## config.mk

```make
export PLATFORM = sky130hd
export DESIGN_NAME = uart_transmitter
export DESIGN_NICKNAME = d
export VERILOG_FILES = /design/src/rtl/uart_transmitter.sv
export SDC_FILE = /design/constraint.sdc
export NUM_CORES = 1
export LEC_CHECK = 0
export BUFFER_PORTS_ARGS = -buffer_cell sky130_fd_sc_hd__buf_2
export CAP_MARGIN = 40
export CORE_ASPECT_RATIO = 1.75
export CORE_UTILIZATION = 52
export DETAILED_ROUTE_END_ITERATION = 16
export PLACE_DENSITY_LB_ADDON = 0.1
export SLEW_MARGIN = 0
export SYNTH_ARGS = -nofsm -noshare
export SYNTH_HDL_FRONTEND = slang
export SYNTH_SLANG_ARGS = --single-unit
```

## constraint.sdc

```tcl
create_clock -name clk -period 2.04 [get_ports clk]
set_clock_uncertainty 0.1 [all_clocks]
set_input_delay 0.408 -clock clk [delete_from_list [all_inputs] [get_ports clk]]
set_output_delay 0.408 -clock clk [all_outputs]
set_load 0.01 [all_outputs]
```

## src/rtl/uart_transmitter.sv

```systemverilog
// UART transmitter: start bit, WIDTH data bits LSB-first, optional parity, STOP_BITS stop bits.
// Define UART_TX_BUFFER_EN to compile in a one-word holding buffer for zero-gap back-to-back frames.
module uart_transmitter #(
  parameter int CLK_FREQ  = 50_000_000,
  parameter int BAUD_RATE = 115200,
  parameter int WIDTH     = 8,
  parameter int PARITY    = 1,
  parameter int STOP_BITS = 1
) (
  input  logic             clk,
  input  logic             reset,
  input  logic [WIDTH-1:0] dataIn,
  input  logic             dataValid,
  output logic             txReady,
  output logic             uartTx,
  output logic             txBusy,
  output logic             txDone,
  output logic [2:0]       fsmState
);

  localparam int BAUD_COUNT = CLK_FREQ / BAUD_RATE;
  localparam int CNT_W      = (BAUD_COUNT > 1) ? $clog2(BAUD_COUNT) : 1;
  localparam logic [CNT_W-1:0] BAUD_LAST    = CNT_W'(BAUD_COUNT - 1);
  localparam logic [CNT_W-1:0] BAUD_PRELAST = CNT_W'(BAUD_COUNT - 2);
  localparam logic [3:0] DATA_LAST = 4'(WIDTH - 1);
  localparam logic [3:0] STOP_LAST = 4'(STOP_BITS - 1);

`ifdef UART_TX_BUFFER_EN
  localparam bit BUF_EN = 1'b1;
`else
  localparam bit BUF_EN = 1'b0;
`endif

  if (WIDTH < 5 || WIDTH > 9) begin : g_bad_width
    $error("uart_transmitter: WIDTH must be 5..9");
  end
  if (PARITY < 0 || PARITY > 2) begin : g_bad_parity
    $error("uart_transmitter: PARITY must be 0, 1 or 2");
  end
  if (STOP_BITS < 1 || STOP_BITS > 2) begin : g_bad_stop
    $error("uart_transmitter: STOP_BITS must be 1 or 2");
  end
  if (BAUD_COUNT < 2) begin : g_bad_baud
    $error("uart_transmitter: CLK_FREQ / BAUD_RATE must be at least 2");
  end

  typedef enum logic [2:0] {
    IDLE   = 3'd0,
    START  = 3'd1,
    DATA   = 3'd2,
    PAR    = 3'd3,
    STOP   = 3'd4
  } state_t;

  state_t           state;
  logic [CNT_W-1:0] baudCnt;
  logic [3:0]       bitCnt;
  logic [WIDTH-1:0] shift;
  logic             parityBit;
  logic [WIDTH-1:0] bufData;
  logic             bufFull;
  logic             accept;
  logic             baudWrap;

  // Handshake: a word transfers on every rising edge where dataValid && txReady;
  // txReady never depends on dataValid, and dataIn is ignored on all other edges.
`ifdef UART_TX_BUFFER_EN
  assign txReady = !bufFull;
`else
  assign txReady = (state == IDLE);
`endif

  assign accept   = dataValid && txReady;
  assign baudWrap = (baudCnt == BAUD_LAST);
  assign fsmState = state;

  function automatic logic calcParity(input logic [WIDTH-1:0] d);
    return (PARITY == 2) ? ~^d : ^d;
  endfunction

  always_ff @(posedge clk) begin
    if (reset) begin
      state     <= IDLE;
      baudCnt   <= '0;
      bitCnt    <= '0;
      shift     <= '0;
      parityBit <= 1'b0;
      bufData   <= '0;
      bufFull   <= 1'b0;
      uartTx    <= 1'b1;
      txBusy    <= 1'b0;
      txDone    <= 1'b0;
    end else begin
      txDone <= 1'b0;
      if (BUF_EN && accept && state != IDLE) begin
        bufData <= dataIn;
        bufFull <= 1'b1;
      end
      case (state)
        IDLE: begin
          baudCnt <= '0;
          bitCnt  <= '0;
          uartTx  <= 1'b1;
          if (accept) begin
            state     <= START;
            shift     <= dataIn;
            parityBit <= calcParity(dataIn);
            uartTx    <= 1'b0;
            txBusy    <= 1'b1;
          end
        end
        START: begin
          if (baudWrap) begin
            baudCnt <= '0;
            state   <= DATA;
            uartTx  <= shift[0];
          end else begin
            baudCnt <= baudCnt + 1'b1;
          end
        end
        DATA: begin
          if (baudWrap) begin
            baudCnt <= '0;
            if (bitCnt == DATA_LAST) begin
              bitCnt <= '0;
              if (PARITY != 0) begin
                state  <= PAR;
                uartTx <= parityBit;
              end else begin
                state  <= STOP;
                uartTx <= 1'b1;
              end
            end else begin
              bitCnt <= bitCnt + 1'b1;
              shift  <= shift >> 1;
              uartTx <= shift[1];
            end
          end else begin
            baudCnt <= baudCnt + 1'b1;
          end
        end
        PAR: begin
          if (baudWrap) begin
            baudCnt <= '0;
            bitCnt  <= '0;
            state   <= STOP;
            uartTx  <= 1'b1;
          end else begin
            baudCnt <= baudCnt + 1'b1;
          end
        end
        STOP: begin
          if (baudWrap) begin
            baudCnt <= '0;
            if (bitCnt == STOP_LAST) begin
              bitCnt <= '0;
              // A word accepted in this very cycle is already pending and chains on directly.
              if (BUF_EN && (bufFull || accept)) begin
                state     <= START;
                shift     <= bufFull ? bufData : dataIn;
                parityBit <= calcParity(bufFull ? bufData : dataIn);
                bufFull   <= 1'b0;
                uartTx    <= 1'b0;
              end else begin
                state  <= IDLE;
                txBusy <= 1'b0;
                uartTx <= 1'b1;
              end
            end else begin
              bitCnt <= bitCnt + 1'b1;
            end
          end else begin
            baudCnt <= baudCnt + 1'b1;
            if (baudCnt == BAUD_PRELAST && bitCnt == STOP_LAST) txDone <= 1'b1;
          end
        end
        default: begin
          state  <= IDLE;
          uartTx <= 1'b1;
          txBusy <= 1'b0;
        end
      endcase
    end
  end

endmodule

```

Word-level counts from Yosys, hierarchy flattened
Cells that the tools add are included.

word-level totals
  register bits = 28
  latch bits = 0
  memory bits (writable) = 0
  bits in read-only memories = 0
  input bits = 11
  output and inout port bits = 7
  memories kept = 0

operators by class
  $add $sub $neg = 2
  $mul = 0
  div/mod/pow operators = 0
  magnitude comparators = 0
  eq/ne operators = 15
  shift operators = 0
  muxes and demuxes = 33
  bitwise operators = 2
  reduce and logical (&&, ||, !) cells = 17

operators by type and width
  cell                                           number
  2-to-1 mux 8 bit                               3
  2-to-1 mux 3 bit                               7
  2-to-1 mux 4 bit                               5
  == test 9 bit, second input constant           2
  one-hot mux 9 bit (2 select lines)             1
  one-hot mux 4 bit (4 select lines)             1
  one-hot mux 8 bit (2 select lines)             1
  one-hot mux 3 bit (5 select lines)             1
  != test 2 bit, second input constant           7
  AND reduction 4 bit                            3
  2-to-1 mux 1 bit                               11
  adder 9 x 1 -> 9 bit, second input constant    1
  2-to-1 mux 9 bit                               1
  XOR reduction 8 bit                            1
  AND reduction 7 bit                            1
  == test 3 x 2 -> 1 bit, second input constant  2
  OR reduction 3 bit                             2
  one-hot mux 1 bit (5 select lines)             1
  AND reduction 5 bit                            1
  adder 4 x 1 -> 4 bit, second input constant    1
  == test 4 x 3 -> 1 bit, second input constant  1
  logical NOT 4 bit                              1
  nonzero test 2 bit                             2
  nonzero test 4 bit                             1
  other kinds (9)                                11

Logic depth before layout (Yosys ltp)
Gate-level depths: netlist of the first run.

  depth after elaboration = 4
  depth in mapped cells = 8

Least setup slack after synthesis of the first run
No wires, ideal clock.

  kind = reg2reg
  from = register baudCnt[0]
  to = register bitCnt[3]
  library setup time = 0.071 ns
  data arrival time = 1.744 ns
  data required time = 1.869 ns
  slack = 0.125 ns
  stages on the path, launching flop included = 7
  path buffers = 0
  path through = dfxtp_1 > ha_1 > nand4bb_4 > nor3_2 > a211oi_4 > or4_1 > a21oi_1

on the way
  word-level cells in the longest chain between the ends = 3
  elaborated cells between the ends (all ways) = 5

ends and longest elaborated chain
  element                                 RTL line  source
  from (decl)                             56        logic [CNT_W-1:0] baudCnt;
  from (signal assigned)                  118       baudCnt <= baudCnt + 1'b1;
  from (signal assigned)                  139       baudCnt <= baudCnt + 1'b1;
  from (signal assigned)                  149       baudCnt <= baudCnt + 1'b1;
  == test 9 bit *                         74        assign baudWrap = (baudCnt == BAUD_LAST);
  != test 2 bit (no source line)          n/a
  AND reduction 4 bit (no source line) *  n/a
  to (signal assigned)                    134       bitCnt <= bitCnt + 1'b1;
  to (signal assigned)                    170       bitCnt <= bitCnt + 1'b1;
  to (decl)                               57        logic [3:0] bitCnt;

Mark *: on every way between the ends. The rest lies on a longest branch, timed or not.
A chain may end at the register's enable or synchronous reset.

Worst setup path in the final report of the first run
  from = register baudCnt[1]
  to = register bitCnt[3]

Same word-level chain as after synthesis.

==> flow_summary.toml, run 1 <==
[floorplan]
ios = 18
rows = 27
fp.coreArea_um2 = 3110
dieArea_um2 = 3470
fp.dieW_um = 45.0
initial_core_util_pct = 54.1
die_h_um = 77.2

[layout]
syn_to_final_growth_pct = 19.6
final_util_pct = 64.7
design_area_um2 = 2010
layout.area.seq_um2 = 563
instances_no_fill = 266
insertedDiodeCount = 0
fillers = 273
drive_gt1_share_pct = 28.3
multi_input_area_um2 = 1040
nets = 240

[sta]
relSlewSlack_pct = 69.2
tightestPinTransition_ns = 0.462
slew_violations = 0
setup_ws_ns = 0.0645
clock.fmax_mhz = 506
post-route-min-period_ns = 1.98
fin_hold_ws_ns = 0.303
fin_crit_sh_pct = 96.8
hold_viol_final = 0
setup_viol = 0
rsz0062_at_grt = "yes"

[synth]
synth-edff-count = 0
synth_top_area_share_pct = 33.4
synthDistinctLibCells = 51
synth_seq_cells = 28
ys_seq_area_share_pct = 33.4
synth_top_area_cell = "dfxtp_1"
syn_area_per_cell_um2 = 8.80
yosys_most_used_dff = "dfxtp_1"
synth.net_count = 207
ys.warnings.count = 0
netlist_top_cells_area = "dfxtp_1 33%, a21oi_1 5.4%, nand2_1 5.4%, ha_1 3.7%, a311oi_1 3.6%"
synth_cells = 191
syn_area_um2 = 1680
async_reset_ff_share_pct = 0

[critical_path]
path_class = "flip-flop to flip-flop"
worstPathArrival_ns = 2.09
path_max_fanout = 8
endpoint_kind = "flip-flop"
crit_required_ns = 2.16
startpoint_type = "flip-flop"

[global_routing]
antenna_found_initial = 0
track_usage_pct = 22.8
grt_pass1_vias = 1368
overflow = 0
grt_max_degree = 24
grt_pass1_wl_um = 6020

[routing]
drcViolationCount = 0
wire_per_inst_um = 14.1
met3_length_um = 108
vias_per_cell = 5.66
met1_length_um = 1430
final_antenna_net_count = 0
vias = 1505
drt-pass1-iter-count = 4
wl_um = 3760
route.met2.wl_um = 2130
drt_iter0_markers = 31
top_layer_used = "met4"

[clocking]
clock_path_buffers = 2
cts-root-buf = "clkbuf_8"
worstSkewPairLatency_ns = 0.28
cts_hold_buf = 0
cts-buffers-inserted = 3
clock_sinks = 28
cts_max_level = 1
cts_tree = "yes"
clk_pin_slew_ns = 0.10

[worst_hold_path]
holdCritPathClass = "input port to flip-flop"

[pwr]
p_leak_nw = 0.807
peakVddDrop_mv = 0.403
cellPowerDensity_nw_per_um2 = 607

[placed_design]
dpl_cell_area_um2 = 1840
gp_congestion = 0.803
dp.cells = 252
dpl.hpwl_um = 2810
place_ws_ns = 0.0435
portBuffers = 17

[job]
max_cap_viol_count = 0

[outcome]
status = "finished clean"
## where the power goes
group | switching, mW | internal, mW
Sequential | 0.0162 | 0.569
Combinational | 0.0934 | 0.0888
Clock | 0.188 | 0.263
## through the flow
| stage | power, mW | setup TNS (ns) |
|---|---|---|
| 6_report | 1.22 | 0 |
| 4_1_cts | 1.21 | 0 |
| 3_3_place_gp | 0.756 | 0 |
| 2_1_floorplan | 0.714 | 0 |
| 3_5_place_dp | 0.762 | 0 |
| 5_1_grt | 1.26 | -0.0581 |
## cell usage after synthesis, drive strengths merged, types with 2 or more instances
cell	n
a22oi	2
nand3	4
nor2b	2
or3	3
xor2	2
nor4b	2
buf	5
or3b	2
nand2	26
ha	5
inv	6
nor2	17
nor3	6
nand3b	2
a311oi	10
and3	4
or4	2
nand2b	5
o21ai	10
xnor2	6
a21oi	18
a41oi	2
nor3b	4
clkbuf	4
dfxtp	28
## what timing repair did
action | CTS | global route
setup buffers | 0 | 10
setup endpoints to repair | 0 | 12
resized for setup | 0 | 4
## area by class of cell
class | instances | share of cell area [%]
inverter | 7 | 1.56
tap | 43 | 2.68
sequential | 28 | 28.0
clock buffer | 3 | 2.05
multi-input combinational | 147 | 51.9
timing repair buffer | 37 | 12.3
clock inverter | 1 | 1.49
## kinds of logic (layout without fill, tap and decap cells)
family	after synthesis	after routing	share of synthesized area, %
flops	28	28	33.4
simple gates	85	85	30.8
fa+ha+maj	5	5	3.72
compound gates	48	48	22.3
mux	1	1	0.596
buf+inv	16	48	5.14
xor+xnor	8	8	4.17
## layer usage
layer  vias up  GRT usage [%]
li1        749              -
met1       709           25.5
met2        38           41.3
met3         9           2.35
met4         0           8.48
met5         -              0
## sequential cells by signal, summed over array words and instances (netlist names)
| signal | flops |
|---|---|
| bitCnt | 4 |
| txDone | 1 |
| txBusy | 1 |
| shift | 8 |
| parityBit | 1 |
| fsmState | 3 |
| baudCnt | 9 |
| uartTx | 1 |
## layout by cell type (no fill, tap or decap), types with 2 or more instances in the layout
cell type / count
a311oi_2: 3
a41oi_1: 2
xnor2_1: 6
nand3_1: 4
xor2_1: 2
buf_2: 17
a21oi_1: 18
o21ai_0: 9
ha_1: 4
inv_1: 6
nor2b_1: 2
nand2_1: 24
nor4b_1: 2
or3_1: 2
or4_1: 2
nor3_1: 5
nand2b_1: 5
clkbuf_8: 3
dfxtp_2: 2
buf_4: 19
a311oi_1: 7
nor3b_1: 2
and3_1: 4
nand3b_1: 2
nor2_1: 16
dfxtp_1: 26
nand2_2: 2
## path summary, 6_finish.rpt
path	from	to	slack, ns	cells after the start
setup / recovery	baudCnt[1]	bitCnt[3]	0.06	7
hold reg to reg	shift[7]	shift[7]	0.38	2
hold / removal	dataIn[2]	shift[2]	0.30	3
setup reg to reg	baudCnt[1]	bitCnt[3]	0.06	7
## worst max-delay path, stage by stage (launching register included)
cell	delay [ns]
dfxtp_1	0.33
inv_1	0.08
ha_2	0.23
nand4bb_4	0.17
nor3_4	0.23
a211oi_4	0.09
or4_1	0.51
a21oi_1	0.17
No activity file was read; power rests on OpenSTA's default activity.
==> run 2, diff against run 1 <==
--- a/config.mk
+++ b/config.mk
@@ -10,6 +10,7 @@
 export CORE_ASPECT_RATIO = 1.75
 export CORE_UTILIZATION = 52
 export DETAILED_ROUTE_END_ITERATION = 16
+export GPL_TIMING_DRIVEN = 0
 export PLACE_DENSITY_LB_ADDON = 0.1
 export SLEW_MARGIN = 0
 export SYNTH_ARGS = -nofsm -noshare
==> run 2 against run 1 <==
  * Clock-buffer cell count unchanged
  * Sequential power about the same
  * Die area is the same
  * Power decreased by 12%
  * Non-clock buffer count increased by 1
  * Setup slack got worse by 0.0017 ns
  * Wire length rose by 9.6%
  * Critical endpoint unchanged
  * Largest power group unchanged
==> flow_summary.toml, run 2 (same netlist as run 1, synthesis figures left out) <==
[placed_design]
dpl_cell_area_um2 = 1810
dpl.hpwl_um = 3000
dp.cells = 250
place_ws_ns = -0.158
gp_congestion = 0.801
portBuffers = 16

[routing]
final_antenna_net_count = 0
top_layer_used = "met4"
met3_length_um = 101
route.met2.wl_um = 2390
vias_per_cell = 5.89
vias = 1566
drt-pass1-iter-count = 4
drt_iter0_markers = 43
wl_um = 4120
met1_length_um = 1560
wire_per_inst_um = 15.5
drcViolationCount = 0

[sta]
setup_ws_ns = 0.0627
relSlewSlack_pct = 62.2
hold_viol_final = 0
tightestPinTransition_ns = 0.567
clock.fmax_mhz = 506
post-route-min-period_ns = 1.98
slew_violations = 0
fin_crit_sh_pct = 96.9
setup_viol = 0

[clocking]
cts_tree = "yes"
clock_path_buffers = 2
clock_sinks = 28
cts-root-buf = "clkbuf_8"
cts-buffers-inserted = 3
cts_max_level = 1
worstSkewPairLatency_ns = 0.28
cts_hold_buf = 0
clk_pin_slew_ns = 0.09

[layout]
final_util_pct = 64.7
largest_reg_flops = 9
layout.area.seq_um2 = 568
layout_common_cells = "24 x nand2_1, 24 x dfxtp_1, 18 x buf_2, 18 x a21oi_1, 16 x nor2_1"
drive_gt1_share_pct = 28.7
instances_no_fill = 266
design_area_um2 = 2010
syn_to_final_growth_pct = 19.6
fillers = 277
regMostFlops = "baudCnt"
nets = 241
multi_input_area_um2 = 1070
insertedDiodeCount = 0
reg_top3 = "baudCnt (9), shift (8), bitCnt (4)"

[floorplan]
fp.coreArea_um2 = 3110
die_h_um = 77.2
initial_core_util_pct = 54.1
ios = 18
dieArea_um2 = 3470
fp.dieW_um = 45.0
rows = 27

[pwr]
peakVddDrop_mv = 0.410
p_leak_nw = 0.796
cellPowerDensity_nw_per_um2 = 534

[outcome]
status = "finished clean"

[critical_path]
startpoint_type = "flip-flop"
path_max_fanout = 8
crit_required_ns = 2.15
path_class = "flip-flop to flip-flop"
worstPathArrival_ns = 2.09
endpoint_kind = "flip-flop"

[global_routing]
overflow = 0
track_usage_pct = 25.2
grt_pass1_vias = 1515
antenna_found_initial = 0
grt_pass1_wl_um = 6650
grt_max_degree = 15

[worst_hold_path]
holdCritPathClass = "input port to flip-flop"

[job]
max_cap_viol_count = 0
-- run 2: cell type report --
type                       instances  share of cell area (%)
clock buffer                       3                    2.05
sequential                        28                    28.3
tap                               43                    2.68
timing repair buffer              30                    9.84
inverter                           7                    1.56
multi-input combinational        147                    53.1
buffer                             8                    2.55
-- run 2: stage by stage --
| step | hold WS [ns] | total power [mW] | setup TNS (ns) |
|---|---|---|---|
| after global routing | 0.315 | 1.11 | -0.0377 |
| after floorplan | 0.346 | 0.714 | 0 |
| final | 0.303 | 1.07 | 0 |
| after CTS | 0.310 | 1.07 | 0 |
| after detailed placement | 0.380 | 0.762 | -0.527 |
| after global placement | 0.361 | 0.756 | -0.124 |
-- run 2: critical path, stage by stage, from the launching register on --
cell and delay (ns):
dfxtp_2 0.44, ha_4 0.19, nand4bb_4 0.16, nor2_4 0.23, a211oi_4 0.12, or4_1 0.51
a21oi_1 0.15
-- run 2: what timing repair did --
item / in CTS / in global routing
setup buffers: 6 / 8
pin swaps: 3 / 4
resized for setup: 3 / 10
setup endpoints to repair: 11 / 8
-- run 2: power breakdown --
part           total, mW  internal (mW)  switching [mW]
Sequential         0.583          0.568          0.0156
Clock              0.311          0.133           0.178
Combinational      0.179         0.0800          0.0985
-- run 2: final timing paths --
path / startpoint / endpoint / slack (ns) / cells past startpoint
setup / recovery: baudCnt[0] / bitCnt[3] / 0.06 / 6
hold / removal: dataIn[2] / shift[2] / 0.30 / 3
setup reg to reg: baudCnt[0] / bitCnt[3] / 0.06 / 6
hold reg to reg: shift[7] / shift[7] / 0.39 / 2
-- run 2: metal layers --
layer	GRT usage, %	vias up
met1	26.8	761
li1	-	756
met5	0	-
met4	8.79	0
met2	47.4	42
met3	2.35	7
==> run 3, diff against run 2 <==
--- a/config.mk
+++ b/config.mk
@@ -7,8 +7,10 @@
 export LEC_CHECK = 0
 export BUFFER_PORTS_ARGS = -buffer_cell sky130_fd_sc_hd__buf_2
 export CAP_MARGIN = 40
+export CELL_PAD_IN_SITES_DETAIL_PLACEMENT = 0
+export CELL_PAD_IN_SITES_GLOBAL_PLACEMENT = 1
 export CORE_ASPECT_RATIO = 1.75
-export CORE_UTILIZATION = 52
+export CORE_UTILIZATION = 40
 export DETAILED_ROUTE_END_ITERATION = 16
 export GPL_TIMING_DRIVEN = 0
 export PLACE_DENSITY_LB_ADDON = 0.1
==> constraint.sdc (replaced) <==
create_clock -name clk -period 2.04 [get_ports clk]
set_clock_uncertainty 0.1 [all_clocks]
set_input_delay 0.51 -clock clk [delete_from_list [all_inputs] [get_ports clk]]
set_output_delay 0.51 -clock clk [all_outputs]
set_load 0.01 [all_outputs]
==> run 3 against run 2 <==
  * Non-clock buffer count shrank 2
  * Critical endpoint is now fsmState[0]
  * Setup slack lost 0.010 ns
  * Register-to-register slack is essentially flat
  * Largest power group unchanged
  * Core utilization shrank 14 points
  * Critical path type unchanged
  * Die area grew 29%
  * Sequential share of layout area grew 0.18 points
==> flow_summary.toml, run 3 (same netlist as run 1, synthesis figures left out) <==
[critical_path]
cp_num_buf_inv = 1
slowest_stage = "or4_4"
startpoint_type = "flip-flop"
endpoint_kind = "flip-flop"
worstPathArrival_ns = 2.10
crit_required_ns = 2.16
cpPeakStageDelay_ns = 0.42
crit_family = "simple AND/OR/NAND/NOR gates"
path_class = "flip-flop to flip-flop"
path_max_fanout = 5
crit_chain = "inv_1 > ha_1 > or3b_4 > a22oi_4 > o21ai_2 > or4_4 > a21oi_2"

[placed_design]
dp.cells = 255
portBuffers = 16
place_ws_ns = -0.114
gp_congestion = 0.747
dpl_cell_area_um2 = 1820
dpl.hpwl_um = 3120

[pwr]
p_sw_uw = 293
comb_power_share_pct = 17.6
p_int_uw = 790
p_leak_nw = 0.787
cellPowerDensity_nw_per_um2 = 540
p_clk_share_pct = 28.6
p_seq_share_pct = 53.9
switching_share_pct = 27.1
finalPower_mw = 1.08
peakVddDrop_mv = 0.357

[sta]
rsz0062_at_grt = "yes"
tightestPinTransition_ns = 0.592
tns_ns = 0
relSlewSlack_pct = 60.5
slew_violations = 0
setup_viol = 0
hold_viol_final = 0
setup_ws_ns = 0.0526
clock.fmax_mhz = 503
post-route-min-period_ns = 1.99
fin_crit_sh_pct = 97.4

[layout]
regMostFlops = "baudCnt"
drive_gt1_share_pct = 29.9
largest_reg_flops = 9
mostFrequentLayoutCell = "nand2_1"
reg_top3 = "baudCnt (9), shift (8), bitCnt (4)"
nets = 239
layout_common_cells = "24 x nand2_1, 22 x dfxtp_1, 17 x buf_2, 17 x a21oi_1, 16 x nor2_1"
design_area_um2 = 2010
insertedDiodeCount = 0
instances_no_fill = 269
syn_to_final_growth_pct = 19.4

[floorplan]
fp.coreArea_um2 = 3940
initial_core_util_pct = 42.6
dieArea_um2 = 4470
die_h_um = 87.7
fp.dieW_um = 51.0
ios = 18
rows = 30

[clocking]
clk_pin_slew_ns = 0.10
cts-buffers-inserted = 3
cts_max_level = 1
clock_sinks = 28
clock_path_buffers = 2
cts_tree = "yes"
worstSkewPairLatency_ns = 0.28
cts-root-buf = "clkbuf_8"

[global_routing]
antenna_found_initial = 0
grt_pass1_wl_um = 7000
track_usage_pct = 20.8
grt_max_degree = 15
overflow = 0
grt_pass1_vias = 1493

[routing]
vias_per_cell = 5.61
wire_per_inst_um = 15.8
drcViolationCount = 0
vias = 1509
final_antenna_net_count = 0
wl_um = 4250
drt_iter0_markers = 31
drt-pass1-iter-count = 4

[outcome]
status = "finished clean"

[job]
max_cap_viol_count = 0

[worst_hold_path]
holdCritPathClass = "flip-flop to flip-flop"
[run 3: path summary, 6_finish.rpt]
path | start | endpoint | slack, ns | cells past startpoint
worst max-delay path | bitCnt[0] | fsmState[0] | 0.05 | 7
worst min-delay path | bitCnt[1] | bitCnt[1] | 0.38 | 2
worst max register to register | bitCnt[0] | fsmState[0] | 0.05 | 7
worst min register to register | bitCnt[1] | bitCnt[1] | 0.38 | 2
[run 3: final cells by class]
type	instances	area (µm²)
sequential	28	571
timing repair buffer	28	174
multi-input combinational	147	1070
buffer	8	57.6
tap	48	60.1
inverter	7	31.3
clock buffer	3	41.3
fill	414	1940
[run 3: metrics by stage]
stage / util [%] / hold slack, ns
3_3_place_gp: 46.2 / 0.362
5_1_grt: 50.9 / 0.408
3_5_place_dp: 46.2 / 0.369
4_1_cts: 48.6 / 0.384
6_report: 50.9 / 0.383
2_1_floorplan: - / 0.346
[run 3: worst min-delay path: cells and delay by family, from the launching register on]
kind / cells / cell delay [ns]
flip-flops: 1 / 0.35
AND/OR/NAND/NOR: 1 / 0.06
AO/OA/AOI/OAI: 1 / 0.05
[run 3: what timing repair did]
action,4_1_cts,5_1_grt
endpoints found under the setup margin,10,8
buffers inserted,6,5
cloned,0,1
resized for setup,4,16
pin swaps,3,5
hold buffers,0,0
[run 3: per-layer routing]
layer / part of all wire [%] / wire (µm) / GRT usage, % / up-vias
met5: 0 / 0 / 0 / -
met4: 1.5 / 63 / 8.59 / 0
met3: 1.7 / 73 / 1.74 / 6
met2: 58 / 2450 / 40.8 / 24
met1: 39 / 1660 / 21.8 / 733
li1: - / - / - / 746
[run 3: power groups by stage]
stage / clock network (mW) / logic (mW) / registers (mW)
after global routing: 0.340 / 0.211 / 0.586
after detailed placement: 0 / 0.167 / 0.596
after CTS: 0.316 / 0.172 / 0.584
after global placement: 0 / 0.163 / 0.596
after floorplan: 0 / 0.119 / 0.595
final: 0.309 / 0.190 / 0.583
